--- config.mk ---
export PLATFORM = sky130hd
export DESIGN_NAME = chan_encoder_flat
export DESIGN_NICKNAME = d
export VERILOG_FILES = /design/src/rtl/chan_enc_pkg.sv /design/src/rtl/chan_encoder_if.sv /design/src/rtl/chan_prio_enc.sv /design/src/rtl/chan_encoder.sv /design/src/flat_wrapper.sv
export SDC_FILE = /design/constraint.sdc
export NUM_CORES = 1
export LEC_CHECK = 0
export BUFFER_PORTS_ARGS = -buffer_cell sky130_fd_sc_hd__clkbuf_2
export CORE_MARGIN = 3
export CORE_UTILIZATION = 51
export CTS_CLUSTER_DIAMETER = 30
export DETAILED_ROUTE_END_ITERATION = 12
export HOLD_SLACK_MARGIN = 0.06
export PLACE_DENSITY_LB_ADDON = 0.08
export SLEW_MARGIN = 10
export SYNTH_ARGS = -nofsm -noshare
export SYNTH_HDL_FRONTEND = slang
export SYNTH_SLANG_ARGS = --single-unit
--- constraint.sdc ---
create_clock -name clk -period 1.8 [get_ports clk]
set_input_delay 0.09 -clock clk [delete_from_list [all_inputs] [get_ports clk]]
set_output_delay 0.09 -clock clk [all_outputs]
set_load 0.03 [all_outputs]
--- src/rtl/chan_enc_pkg.sv ---
// Shared types and constants for the channel encoder and its consumers.
package chan_enc_pkg;

    localparam int NUM_CH_MAX = 8;
    localparam int CODE_W     = 4;
    localparam logic [CODE_W-1:0] CODE_OFF = '0;

    typedef enum logic [2:0] {
        S_IDLE,
        S_SCAN,
        S_OFFER,
        S_DWELL,
        S_GAP,
        S_FIN
    } state_t;

    // Channel codes are 1-based so that 0 can mean "all channels off".
    function automatic logic [CODE_W-1:0] idx_to_code(input logic [CODE_W-1:0] idx);
        return idx + CODE_W'(1);
    endfunction

endpackage

--- src/rtl/chan_encoder_if.sv ---
// Request/handshake bundle between a sequence host, the channel encoder and the channel decoder.
interface chan_encoder_if
    import chan_enc_pkg::*;
#(
    parameter int NUM_CH  = 8,
    parameter int DWELL_W = 8
);
    logic               start;
    logic               abort;
    logic [NUM_CH-1:0]  req_mask;
    logic [DWELL_W-1:0] dwell;
    logic [CODE_W-1:0]  bout;
    logic               bvalid;
    logic               bready;
    logic               busy;
    logic               done;

    // master: the encoder, which produces the channel code stream
    modport master (
        input  start, abort, req_mask, dwell, bready,
        output bout, bvalid, busy, done
    );

    // slave: host and decoder side
    modport slave (
        output start, abort, req_mask, dwell, bready,
        input  bout, bvalid, busy, done
    );

endinterface

--- src/rtl/chan_prio_enc.sv ---
// Combinational lowest-set-bit finder: index of the lowest 1 in i_mask, o_found when any bit set.
module chan_prio_enc #(
    parameter  int W  = 8,
    localparam int IW = (W > 1) ? $clog2(W) : 1
) (
    input  logic [W-1:0]  i_mask,
    output logic [IW-1:0] o_idx,
    output logic          o_found
);

    always_comb begin
        o_idx   = '0;
        o_found = 1'b0;
        for (int i = W - 1; i >= 0; i--) begin
            if (i_mask[i]) begin
                o_idx   = IW'(i);
                o_found = 1'b1;
            end
        end
    end

endmodule

--- src/rtl/chan_encoder.sv ---
// Walks the requested channels lowest-first: offer code, hold for the dwell time, one off cycle, next.
// start->bvalid is 2 cycles; bvalid/bout hold while bready is low; every output is a register.
module chan_encoder
    import chan_enc_pkg::*;
#(
    parameter int NUM_CH  = 8,
    parameter int DWELL_W = 8
) (
    input  logic           clk,
    input  logic           rst_n,
    chan_encoder_if.master bus
);

    localparam int IDX_W = (NUM_CH > 1) ? $clog2(NUM_CH) : 1;

    state_t             r_state;
    state_t             w_nxt;
    logic [NUM_CH-1:0]  r_pending;
    logic [DWELL_W-1:0] r_dwell;
    logic [DWELL_W-1:0] r_cnt;
    logic [IDX_W-1:0]   r_idx;
    logic [IDX_W-1:0]   w_idx;
    logic               w_found;
    logic               w_abort;

    logic [CODE_W-1:0]  r_bout, w_bout;
    logic               r_bvalid, w_bvalid;
    logic               r_busy, w_busy;
    logic               r_done, w_done;

    assign w_abort = bus.abort && (r_state != S_IDLE);

    chan_prio_enc #(.W(NUM_CH)) u_prio (
        .i_mask  (r_pending),
        .o_idx   (w_idx),
        .o_found (w_found)
    );

    always_ff @(posedge clk or negedge rst_n) begin
        if (!rst_n) r_state <= S_IDLE;
        else        r_state <= w_nxt;
    end

    always_comb begin
        w_nxt = r_state;
        case (r_state)
            S_IDLE:  if (bus.start) w_nxt = (|bus.req_mask) ? S_SCAN : S_FIN;
            S_SCAN:  w_nxt = w_found ? S_OFFER : S_FIN;
            S_OFFER: if (bus.bready) w_nxt = S_DWELL;
            S_DWELL: if (r_cnt <= DWELL_W'(1)) w_nxt = S_GAP;
            S_GAP:   w_nxt = S_SCAN;
            S_FIN:   w_nxt = S_IDLE;
            default: w_nxt = S_IDLE;
        endcase
        // FIN is already the terminating state, so an abort there just lets it finish
        if (w_abort && r_state != S_FIN) w_nxt = S_FIN;
    end

    always_comb begin
        w_bout = CODE_OFF;
        case (w_nxt)
            S_OFFER: w_bout = (r_state == S_OFFER) ? r_bout : idx_to_code(CODE_W'(w_idx));
            S_DWELL: w_bout = r_bout;
            default: w_bout = CODE_OFF;
        endcase
        w_bvalid = (w_nxt == S_OFFER);
        w_busy   = (w_nxt != S_IDLE);
        w_done   = (w_nxt == S_FIN);
    end

    always_ff @(posedge clk or negedge rst_n) begin
        if (!rst_n) begin
            r_bout   <= CODE_OFF;
            r_bvalid <= 1'b0;
            r_busy   <= 1'b0;
            r_done   <= 1'b0;
        end else begin
            r_bout   <= w_bout;
            r_bvalid <= w_bvalid;
            r_busy   <= w_busy;
            r_done   <= w_done;
        end
    end

    always_ff @(posedge clk or negedge rst_n) begin
        if (!rst_n) begin
            r_pending <= '0;
            r_dwell   <= '0;
            r_cnt     <= '0;
            r_idx     <= '0;
        end else if (w_abort) begin
            r_pending <= '0;
            r_cnt     <= '0;
        end else begin
            case (r_state)
                S_IDLE: begin
                    if (bus.start && |bus.req_mask) begin
                        r_pending <= bus.req_mask;
                        r_dwell   <= bus.dwell;
                    end
                end
                S_SCAN: r_idx <= w_idx;
                S_OFFER: begin
                    if (bus.bready) begin
                        r_pending <= r_pending & ~(NUM_CH'(1) << r_idx);
                        r_cnt     <= (r_dwell == '0) ? DWELL_W'(1) : r_dwell;
                    end
                end
                // saturates at 1; leaving DWELL is decided on the value 1
                S_DWELL: if (r_cnt > DWELL_W'(1)) r_cnt <= r_cnt - DWELL_W'(1);
                default: ;
            endcase
        end
    end

    assign bus.bout   = r_bout;
    assign bus.bvalid = r_bvalid;
    assign bus.busy   = r_busy;
    assign bus.done   = r_done;

endmodule

--- src/flat_wrapper.sv ---
// flat-port wrapper written by rule: the top's interface ports become plain ports
module chan_encoder_flat import chan_enc_pkg::*;
#(
    parameter int NUM_CH  = 8,
    parameter int DWELL_W = 8
)
  (clk, rst_n, bus_start, bus_abort, bus_req_mask, bus_dwell, bus_bready, bus_bout, bus_bvalid, bus_busy, bus_done);
  chan_encoder_if #(.NUM_CH(NUM_CH), .DWELL_W(DWELL_W)) bus_i ();
  input  logic clk;
  input  logic rst_n;
  input wire logic [$bits(bus_i.start)-1:0] bus_start;
  input wire logic [$bits(bus_i.abort)-1:0] bus_abort;
  input wire logic [$bits(bus_i.req_mask)-1:0] bus_req_mask;
  input wire logic [$bits(bus_i.dwell)-1:0] bus_dwell;
  input wire logic [$bits(bus_i.bready)-1:0] bus_bready;
  output wire logic [$bits(bus_i.bout)-1:0] bus_bout;
  output wire logic [$bits(bus_i.bvalid)-1:0] bus_bvalid;
  output wire logic [$bits(bus_i.busy)-1:0] bus_busy;
  output wire logic [$bits(bus_i.done)-1:0] bus_done;
  assign bus_i.start = bus_start;
  assign bus_i.abort = bus_abort;
  assign bus_i.req_mask = bus_req_mask;
  assign bus_i.dwell = bus_dwell;
  assign bus_i.bready = bus_bready;
  assign bus_bout = bus_i.bout;
  assign bus_bvalid = bus_i.bvalid;
  assign bus_busy = bus_i.busy;
  assign bus_done = bus_i.done;
  chan_encoder #(.NUM_CH(NUM_CH), .DWELL_W(DWELL_W)) u_core (.clk(clk), .rst_n(rst_n), .bus(bus_i));
endmodule
==> out/metrics.cfg, run 1 <==
[clocking]
clock-root-buffer=clkbuf_8
insertion_delay_ns=0.29
numCtsBuffers=5
cts_htree_levels=2
clk_pin_slew_ns=0.08
cts_tree=yes
cts.sinks=37
clockBufferDepth=2

[timing]
slew_viol_final=0
grt_setup_unrepaired=yes
maxSlewHeadroom_pct=69.8
fin_crit_ns=1.77
setup_viol=0
max_freq_mhz=565
whs_ns=0.195
finalHoldViolations=0
worst_pin_slew_ns=0.454
fin_skew_ns=0.00437
min_period_over_period_pct=98.3

[yosys]
synth_top_area_share_pct=45.0
synthTopCellsByCount=dfrtp_1, nor2_1, nand2_1
muxShareOfSynthArea_pct=6.99
post-synth-top-area-cell=dfrtp_1
synth_most_common_cell=dfrtp_1
synthAdderAreaFrac_pct=1.82
syn_nets=238
synth_top_family_by_area=simple AND/OR/NAND/NOR gates
netlist_area_sq_um=2060
synthSimpleGateAreaFrac_pct=21.1
synth_compound_area_share_pct=20.8
synth_edf_count=0
ys.flop_type=dfrtp_1
ys_ff_latch=37
synthCells=214
synth-xor-area-share_pct=0.851
yosysUniqueCellTypes=47
synthTopCellsByArea=dfrtp_1, mux2_2, nor2_1
yosysWarnings=0
ys_seq_area_share_pct=45.0
syn_area_per_cell_sq_um=9.62
synthArstFlopShare_pct=100

[route]
wl_per_cell_microns=14.7
drt-initial-drc-count=137
ant_nets=0
drc=0
via_per_inst=5.65
firstDrtPassIters=4
vias=1909
routed_wl_microns=4960

[global_routing]
antenna_found_initial=0
grt_pass1_vias=1739
grt.total_usage_pct=21.5
grt_pass1_wl_microns=8310
overflow=0
grt_max_degree=38

[finish]
antenna_cells=0
drive_above_1_share_pct=36.9
fillerInstances=266
seqCellArea_sq_um=930
final_core_util_pct=74.6
multi_input_area_sq_um=1160
finalNetCount=313
instances_no_fill=338
syn2layout_area_growth_pct=36.6

[setup_path]
critical-path-top-delay-family=simple AND/OR/NAND/NOR gates
path_cells=nor4_4 > buf_4 > a31oi_4 > a21oi_2 > nand2_1 > or3b_1
crit_path_start=u_core.r_cnt[7]
start_kind=flop
crit_path_end_kind=flop
worstReg2RegStart=u_core.r_cnt[7]
worstSetupPathType=reg2reg
cp.required_ns=1.97
max_stage_delay_ns=0.41
cp.arrival_ns=1.94
cp_slowest_cell=dfrtp_1
critical_path.max_fanout=2
cp_num_buf_inv=1

[power]
power.total_w=0.00487
irDropWorstVdd_mv=0.974
p_leak_nw=1.31
cellPowerDensity_nw_per_um2=1730

[job]
drv_cap=0

[floorplanning]
die_w_microns=69.5
core_area_sq_um=3770
std_cell_rows=22
die-height_microns=69.5
die-area_sq_um=4840
io_pins=28
start_util_pct=54.6

[placement]
hpwl_microns=3360
gp_congestion=0.871
numPlacedInstances=309
io_buffers=27

[run_status]
outcome=complete, no violations

[hold_path]
min_from=bus_abort
hold_path_class=in2reg

[cell type report]
cell class	count	share of cell area, %
repair buffers	74	19.2
multi-input cells	161	41.2
clock buffers	5	2.45
inverters	10	1.33
flip-flops and latches	37	33.0
well taps	48	2.13
clock inverters	3	0.622
[state kept, by name, summed over array words and instances, names as in the netlist]
register           cells
u_core.bus.bout        4
u_core.r_idx           3
u_core.r_state         3
u_core.r_cnt           8
u_core.bus.done        1
u_core.r_pending       8
u_core.bus.busy        1
u_core.bus.bvalid      1
u_core.r_dwell         8
[cell families (layout without fill, tap and decap cells)]
| group | Yosys count | count (layout) |
|---|---|---|
| XOR/XNOR | 2 | 2 |
| flip-flops | 37 | 37 |
| buffers and inverters | 16 | 92 |
| adder cells (fa/ha/maj) | 3 | 3 |
| multiplexers | 13 | 13 |
| AND/OR/NAND/NOR | 82 | 82 |
| AO/OA/AOI/OAI | 61 | 61 |
[worst reg2reg max path, cell delays in order (launching register included)]
cell and delay [ns]:
dfrtp_1 0.41, nor4_4 0.35, buf_4 0.18, a31oi_4 0.10, a21oi_2 0.16, nand2_1 0.08
or3b_1 0.36
[placed cells by master, fill, tap and decap left out, types with 7 or more instances in the layout]
| master | netlist | layout |
|---|---|---|
| dlygate4sd3_1 | 0 | 17 |
| dfrtp_1 | 37 | 34 |
| a21oi_1 | 11 | 10 |
| a31oi_1 | 7 | 7 |
| buf_4 | 0 | 28 |
| inv_1 | 10 | 9 |
| mux2_2 | 11 | 11 |
| nor2_1 | 24 | 24 |
| clkbuf_2 | 0 | 27 |
| o21ai_1 | 16 | 16 |
| nand2_1 | 22 | 22 |
[timing repair]
action / 4_1_cts / 5_1_grt
setup endpoints to repair: 13 / 20
endpoints found under the hold margin: 53 / 0
hold buffers: 17 / 0
setup buffers: 1 / 3
resized for setup: 4 / 22
pin swaps: 1 / 5
[worst paths after layout]
path / endpoint / slack, ns / cells past startpoint
hold reg to reg: u_core.r_dwell[0] / 0.52 / 1
max in group asynchronous: u_core.r_state[0] / 1.10 / 3
setup / recovery: u_core.bus.busy / 0.03 / 6
setup reg to reg: u_core.bus.busy / 0.03 / 6
min in group asynchronous: u_core.bus.bout[1] / 0.37 / 3
hold / removal: u_core.bus.done / 0.20 / 3
[power breakdown]
part           leakage, nW  total (W)  internal, W  switching [W]
Combinational        0.792    0.00269      0.00133        0.00136
Clock               0.0439   0.000579     0.000267       0.000312
Sequential           0.470    0.00161      0.00119       0.000415
[layer usage]
metal | global-route usage, % | vias to the layer above | share of wire, %
met2 | 31.7 | 62 | 45
li1 | - | 933 | -
met1 | 30.6 | 902 | 47
met4 | 9.11 | 0 | 2.5
met3 | 4.49 | 12 | 5.5
met5 | 0 | - | 0
[per-stage QoR]
stage | TNS [ns] | cell area (sq um) | worst slack (ns)
6_report | 0 | 2810 | 0.0308
5_1_grt | -0.102 | 2810 | -0.0396
4_1_cts | 0 | 2720 | 0.0101
3_5_place_dp | -0.0891 | 2440 | -0.0259
3_3_place_gp | 0 | 2440 | 0.0166
2_1_floorplan | 0 | 2070 | 0.000369
No activity file was read; power rests on OpenSTA's default activity.
==> run 2: changes to the inputs <==
- ABC_AREA: not set -> 1
- CORE_UTILIZATION: 51 -> 52
- PLACE_DENSITY_LB_ADDON: 0.08 -> 0.3
==> out/metrics.cfg, run 2 <==
[route]
ant_nets=0  ; unchanged
vias=1988  ; +4.1%
via_per_inst=5.02  ; -11%
drt-initial-drc-count=141  ; +2.9%
wl_per_cell_microns=12.2  ; -17%
routed_wl_microns=4820  ; -2.8%
firstDrtPassIters=4  ; unchanged
drc=0  ; unchanged

[floorplanning]
die-area_sq_um=5040  ; +4.3%
start_util_pct=54.6  ; about the same
io_pins=28  ; unchanged
die_w_microns=71.0  ; +2.1%
core_area_sq_um=4030  ; +6.8%
std_cell_rows=23  ; +4.5%
die-height_microns=71.0  ; +2.1%

[clocking]
numCtsBuffers=5  ; unchanged
cts_tree=yes
clk_pin_slew_ns=0.08  ; about the same
cts.sinks=37  ; unchanged
clock-root-buffer=clkbuf_8
clockBufferDepth=2  ; unchanged
insertion_delay_ns=0.30  ; about the same
cts_htree_levels=2  ; unchanged

[yosys]
synthTopCellsByArea=dfrtp_1, nand2_1, nand3_1
yosysUniqueCellTypes=30  ; -36%
synth_most_common_cell=nand2_1
synthCells=300  ; +40%
syn_nets=324  ; +36%
netlist_area_sq_um=2200  ; +6.7%
yosysWarnings=0  ; unchanged
ys_seq_area_share_pct=42.1  ; -2.8 points
ys_ff_latch=37  ; unchanged
post-synth-top-area-cell=dfrtp_1
synthTopCellsByCount=nand2_1, dfrtp_1, inv_1
synth_top_area_share_pct=42.1  ; -2.8 points
synthArstFlopShare_pct=100  ; unchanged
syn_area_per_cell_sq_um=7.33  ; -24%
synth_edf_count=0  ; unchanged
ys.flop_type=dfrtp_1

[setup_path]
cp_num_buf_inv=2  ; +1
reg2reg_slack_ns=0.15  ; +0.12 ns
worstReg2RegStart=u_core.r_cnt[0]
start_kind=flop
cp.required_ns=2.04  ; +0.07 ns
max_stage_delay_ns=0.41  ; about the same
r2r_cells=11  ; +5
crit_path_end_kind=flop
path_cells=buf_4 > ha_1 > nor2_1 > nor2_1 > nand2_1 > nand2_2 > nand2_2 > nand3_2 > inv_2 > nand3_1 > nand2_1
regToRegEndpoint=u_core.r_cnt[5]
critical_path.max_fanout=6  ; +4
worstSetupPathType=reg2reg
critical-path-top-delay-family=simple AND/OR/NAND/NOR gates
cp.arrival_ns=1.89  ; -0.05 ns
cp_slowest_cell=dfrtp_1

[job]
drv_cap=0  ; unchanged

[global_routing]
grt_pass1_wl_microns=8270  ; -0.41%
grt_use_met3_pct=4.40  ; -0.089 points
grt_max_degree=38  ; unchanged
use_met2_pct=31.6  ; -0.057 points
met1_usage_pct=29.3  ; -1.4 points
grt_pass1_vias=1878  ; +8.0%
antenna_found_initial=0  ; unchanged
grt.total_usage_pct=20.8  ; -0.74 points
overflow=0  ; unchanged
busiest_layer=met2

[timing]
max_freq_mhz=605  ; +7.0%
min_period_over_period_pct=91.9  ; -6.4 points
slew_viol_final=0  ; unchanged
setup_viol=0  ; unchanged
worst_pin_slew_ns=0.469  ; +0.0153 ns
fin_skew_ns=0.00752  ; +0.00315 ns
fin_crit_ns=1.65  ; -0.116 ns
finalHoldViolations=0  ; unchanged
grt_setup_unrepaired=no
maxSlewHeadroom_pct=68.7  ; -1.0 points
tns_ns=0  ; unchanged
worst_slack_ns=0.146  ; +0.116 ns

[finish]
fillerInstances=356  ; +34%
antenna_cells=0  ; unchanged
multi_input_area_sq_um=1090  ; -6.3%
final_cell_mix=nand2_1, dfrtp_1, inv_1, nand3_1, clkbuf_2
seqCellArea_sq_um=926  ; -0.40%
mostFrequentLayoutCell=nand2_1
syn2layout_area_growth_pct=20.4
finalNetCount=369  ; +18%
biggestRegsByFlops=u_core.r_cnt: 8 flops, u_core.r_dwell: 8 flops, u_core.r_pending: 8 flops
drive_above_1_share_pct=23.7  ; -13 points

[hold_path]
hold_depth=3  ; unchanged
min_from=bus_bready
hold_path_class=in2reg
holdPathEnd=u_core.r_state[0]

[power]
cellPowerDensity_nw_per_um2=1720  ; -0.81%
irDropWorstVdd_mv=0.815  ; -16%
p_leak_nw=1.39  ; +6.3%
power.total_w=0.00455  ; -6.7%

[placement]
gp_congestion=0.897  ; +3.0%
pre_cts_slack_ns=0.117  ; +0.143 ns
io_buffers=27  ; unchanged
hpwl_microns=3390  ; +0.71%

[run_status]
outcome=complete, no violations

[run 2: cell count changes in the layout (fill, tap and decap cells not counted), sizes merged, moves of 3 or more]
cell         before  now
inv              10   44
nor4              8    0
o21ai            25   34
nand2            22   84
nand2b            3    0
nand4             1    5
a31oi             9    2
dlygate4sd3      17    9
nor2             24   29
mux2             11    0
nand3             5   33
buf              30    7
[run 2: worst reg2reg max path, stage by stage, from the launching register on]
cell	delay, ns
dfrtp_1	0.41
buf_4	0.14
ha_1	0.18
nor2_1	0.08
nor2_1	0.05
nand2_1	0.09
nand2_2	0.07
nand2_2	0.15
nand3_2	0.13
inv_2	0.13
nand3_1	0.09
nand2_1	0.08
[run 2: how the worst max path moves through the flow]
stage                          from                 end  slack, ns  cells after the start
floorplan           u_core.r_cnt[0]  u_core.bus.bout[0]       0.26                     11
global placement    u_core.r_cnt[0]  u_core.bus.bout[0]       0.18                     11
detailed placement  u_core.r_cnt[0]  u_core.bus.bout[1]       0.12                     11
CTS                 u_core.r_cnt[0]  u_core.bus.bout[1]        0.1                     11
global route        u_core.r_cnt[0]     u_core.r_cnt[0]      0.004                     10
finish              u_core.r_cnt[0]     u_core.r_cnt[5]       0.15                     11
[run 2: logic make-up (layout without fill, tap and decap cells)]
family	Yosys count	in the layout	share of synthesized area, %
flip-flops	37	37	42.1
AND/OR/NAND/NOR	159	159	33.4
XOR/XNOR	1	1	0.398
AO/OA/AOI/OAI	49	49	12.9
adder cells (fa/ha/maj)	3	3	1.71
buffers and inverters	51	97	9.50
[run 2: layer usage]
| layer | up-vias | wire length (microns) | share of wire (%) |
|---|---|---|---|
| li1 | 1053 | - | - |
| met1 | 887 | 2320 | 48 |
| met2 | 41 | 2230 | 46 |
| met3 | 7 | 205 | 4.2 |
| met4 | 0 | 63 | 1.3 |
| met5 | - | 0 | 0 |
[run 2: power by group]
part / internal [W] / total [W] / switching (W)
Combinational: 0.000830 / 0.00232 / 0.00149
Sequential: 0.00117 / 0.00146 / 0.000294
Clock: 0.000450 / 0.000762 / 0.000312
Total: 0.00245 / 0.00455 / 0.00210
[run 2: final cells by class]
cell class	instances	area share (%)
Inverter	46	6.52
Timing Repair Buffer	43	10.5
Tap cell	50	2.36
Multi-Input combinational cell	212	41.1
Clock buffer	6	3.12
Sequential cell	37	35.0
Clock inverter	2	1.42
[run 2: timing repair]
item                                   CTS  global route
endpoints found under the hold margin   45             0
gates resized for setup                  0             6
hold buffers                             9             0
setup buffers                            0             3
setup endpoints to repair                0            12
[run 2: per-stage QoR]
step	hold WS, ns	utilization (%)	area, sq um	instances
CTS	0.147	64.5	2600	393
global route	0.171	65.7	2650	396
floorplan	-0.206	-	2200	300
finish	0.153	65.7	2650	396
global placement	0.159	59.3	2390	376
detailed placement	0.163	59.3	2390	376
==> run 3: changes to the inputs <==
- PLACE_DENSITY: not set -> 0.76
- PLACE_DENSITY_LB_ADDON: 0.3 -> not set
==> out/metrics.cfg, run 3 (synthesis results as in run 2) <==
[timing]
slew_viol_final=0  ; unchanged
max_freq_mhz=611  ; +1.0%
finalHoldViolations=0  ; unchanged
worst_pin_slew_ns=0.455  ; -0.0134 ns
tns_ns=0  ; unchanged
fin_crit_ns=1.64  ; -0.0169 ns
maxSlewHeadroom_pct=69.6  ; +0.89 points
fin_skew_ns=0.00599  ; -0.00152 ns
grt_setup_unrepaired=no
min_period_over_period_pct=90.9  ; -0.94 points
setup_viol=0  ; unchanged

[route]
via_per_inst=5.02  ; about the same
wl_per_cell_microns=11.6  ; -5.0%
highest_layer=met4
routed_wl_microns=4550  ; -5.8%
wl_met2_microns=2070  ; -7.2%
drt-initial-drc-count=171  ; +21%
vias=1973  ; -0.75%
wl_met1_microns=2300  ; -1.1%
ant_nets=0  ; unchanged
drc=0  ; unchanged
firstDrtPassIters=7  ; +3
wl_met3_microns=137  ; -33%

[finish]
fillerInstances=350  ; -1.7%
mostFrequentLayoutCell=nand2_1
instances_no_fill=393  ; -0.76%
drive_above_1_share_pct=23.0  ; -0.67 points
biggestRegsByFlops=u_core.r_cnt: 8 flops, u_core.r_dwell: 8 flops, u_core.r_pending: 8 flops
stdcell_area_sq_um=2630  ; -0.57%
final_core_util_pct=65.3  ; -0.37 points
final_cell_mix=nand2_1, dfrtp_1, inv_1
finalNetCount=366  ; -0.81%
antenna_cells=0  ; unchanged
syn2layout_area_growth_pct=19.7

[floorplanning]
io_pins=28  ; unchanged
std_cell_rows=23  ; unchanged
die-area_sq_um=5040  ; unchanged
die-height_microns=71.0  ; unchanged
start_util_pct=54.6  ; unchanged
die_w_microns=71.0  ; unchanged
core_area_sq_um=4030  ; unchanged

[power]
internal_power_w=0.00242  ; -1.0%
p_comb_share_pct=50.5  ; -0.6 points
p_leak_nw=1.37  ; -1.0%
pwr-share-seq_pct=32.6  ; +0.5 points
cellPowerDensity_nw_per_um2=1700  ; -1.1%
netSwitchingFraction_pct=45.8  ; -0.37 points
irDropWorstVdd_mv=0.779  ; -4.4%
clkPwrFrac_pct=16.9  ; about the same
power_switching_w=0.00205  ; -2.5%

[global_routing]
grt.total_usage_pct=20.5  ; -0.24 points
grt_pass1_vias=1925  ; +2.5%
overflow=0  ; unchanged
antenna_found_initial=0  ; unchanged
grt_max_degree=38  ; unchanged
grt_pass1_wl_microns=8390  ; +1.4%

[setup_path]
max_stage_delay_ns=0.40  ; about the same
crit_path_end_kind=flop
cp.required_ns=1.98  ; -0.06 ns
start_kind=flop
path_cells=inv_1 > ha_4 > nor2_1 > nor2_1 > nand2_1 > nand2_2 > nand2_2 > o21ai_4 > inv_2 > nand2_1 > nand2_1
cpMostUsedCell=nand2_1
cp_slowest_cell=dfrtp_1
cp.arrival_ns=1.81  ; -0.08 ns
worstSetupPathType=reg2reg
critical_path.max_fanout=5  ; -1

[run_status]
outcome=complete, no violations

[clocking]
cts_tree=yes
cts_htree_levels=2  ; unchanged
cts_setup_buffers=0  ; unchanged
cts.sinks=37  ; unchanged
numCtsBuffers=5  ; unchanged
insertion_delay_ns=0.29  ; about the same
clockBufferDepth=2  ; unchanged
clock-root-buffer=clkbuf_8
clk_pin_slew_ns=0.08  ; about the same

[job]
drv_cap=0  ; unchanged

[placement]
placed_area_sq_um=2390  ; unchanged
hpwl_microns=3350  ; -1.1%
gp_congestion=0.873  ; -2.6%
io_buffers=27  ; unchanged
numPlacedInstances=376  ; unchanged

[hold_path]
hold_path_class=in2reg

[run 3: path summary, 6_finish.rpt]
path                                  from                  end  slack (ns)  cells past startpoint
min in group asynchronous            rst_n      u_core.r_cnt[6]        0.37                      3
hold / removal                  bus_bready    u_core.r_state[0]        0.15                      3
hold reg to reg            u_core.r_cnt[1]      u_core.r_cnt[1]        0.48                      2
max in group asynchronous            rst_n  u_core.r_pending[3]        1.11                      3
setup reg to reg           u_core.r_cnt[0]   u_core.bus.bout[3]        0.16                     11
setup / recovery           u_core.r_cnt[0]   u_core.bus.bout[3]        0.16                     11
[run 3: power groups by stage]
stage               Combinational, W  Clock, W  Sequential, W
floorplan                    0.00171         0        0.00147
global placement             0.00215         0        0.00145
detailed placement           0.00217         0        0.00146
CTS                          0.00220  0.000773        0.00145
global route                 0.00260  0.000821        0.00150
finish                       0.00226  0.000754        0.00146
[run 3: critical path, delay by kind of cell, from the launching register on]
kind / cells / cell delay [ns]
buf+inv: 2 / 0.20
fa+ha+maj: 1 / 0.16
compound gates: 1 / 0.23
simple gates: 7 / 0.53
flops: 1 / 0.40
[run 3: repair_timing]
action                     in CTS  in global routing
hold endpoints to repair       45                  0
gates resized for setup         0                  6
setup endpoints to repair       0                 10
hold buffers                    9                  0
[run 3: final cells by class]
| class | count | area, sq um | area share (%) |
|---|---|---|---|
| multi-input combinational | 212 | 1090 | 41.6 |
| sequential | 37 | 926 | 35.2 |
| timing repair buffer | 40 | 255 | 9.70 |
| inverter | 46 | 173 | 6.56 |
| clock buffer | 6 | 82.6 | 3.14 |
| tap | 50 | 62.6 | 2.38 |
| clock inverter | 2 | 37.5 | 1.43 |
[run 3: stage by stage]
step / hold slack, ns / power, W / worst slack, ns
finish: 0.150 / 0.00447 / 0.163
CTS: 0.145 / 0.00442 / 0.0998
detailed placement: 0.160 / 0.00363 / 0.125
floorplan: -0.206 / 0.00318 / 0.263
global placement: 0.159 / 0.00360 / 0.189
global route: 0.178 / 0.00493 / 0.0185
[run 3: routing by layer]
layer | track usage, % | vias up
li1 | - | 1042
met1 | 28.1 | 892
met5 | 0 | -
met4 | 7.10 | 0
met2 | 32.4 | 35
met3 | 4.26 | 4
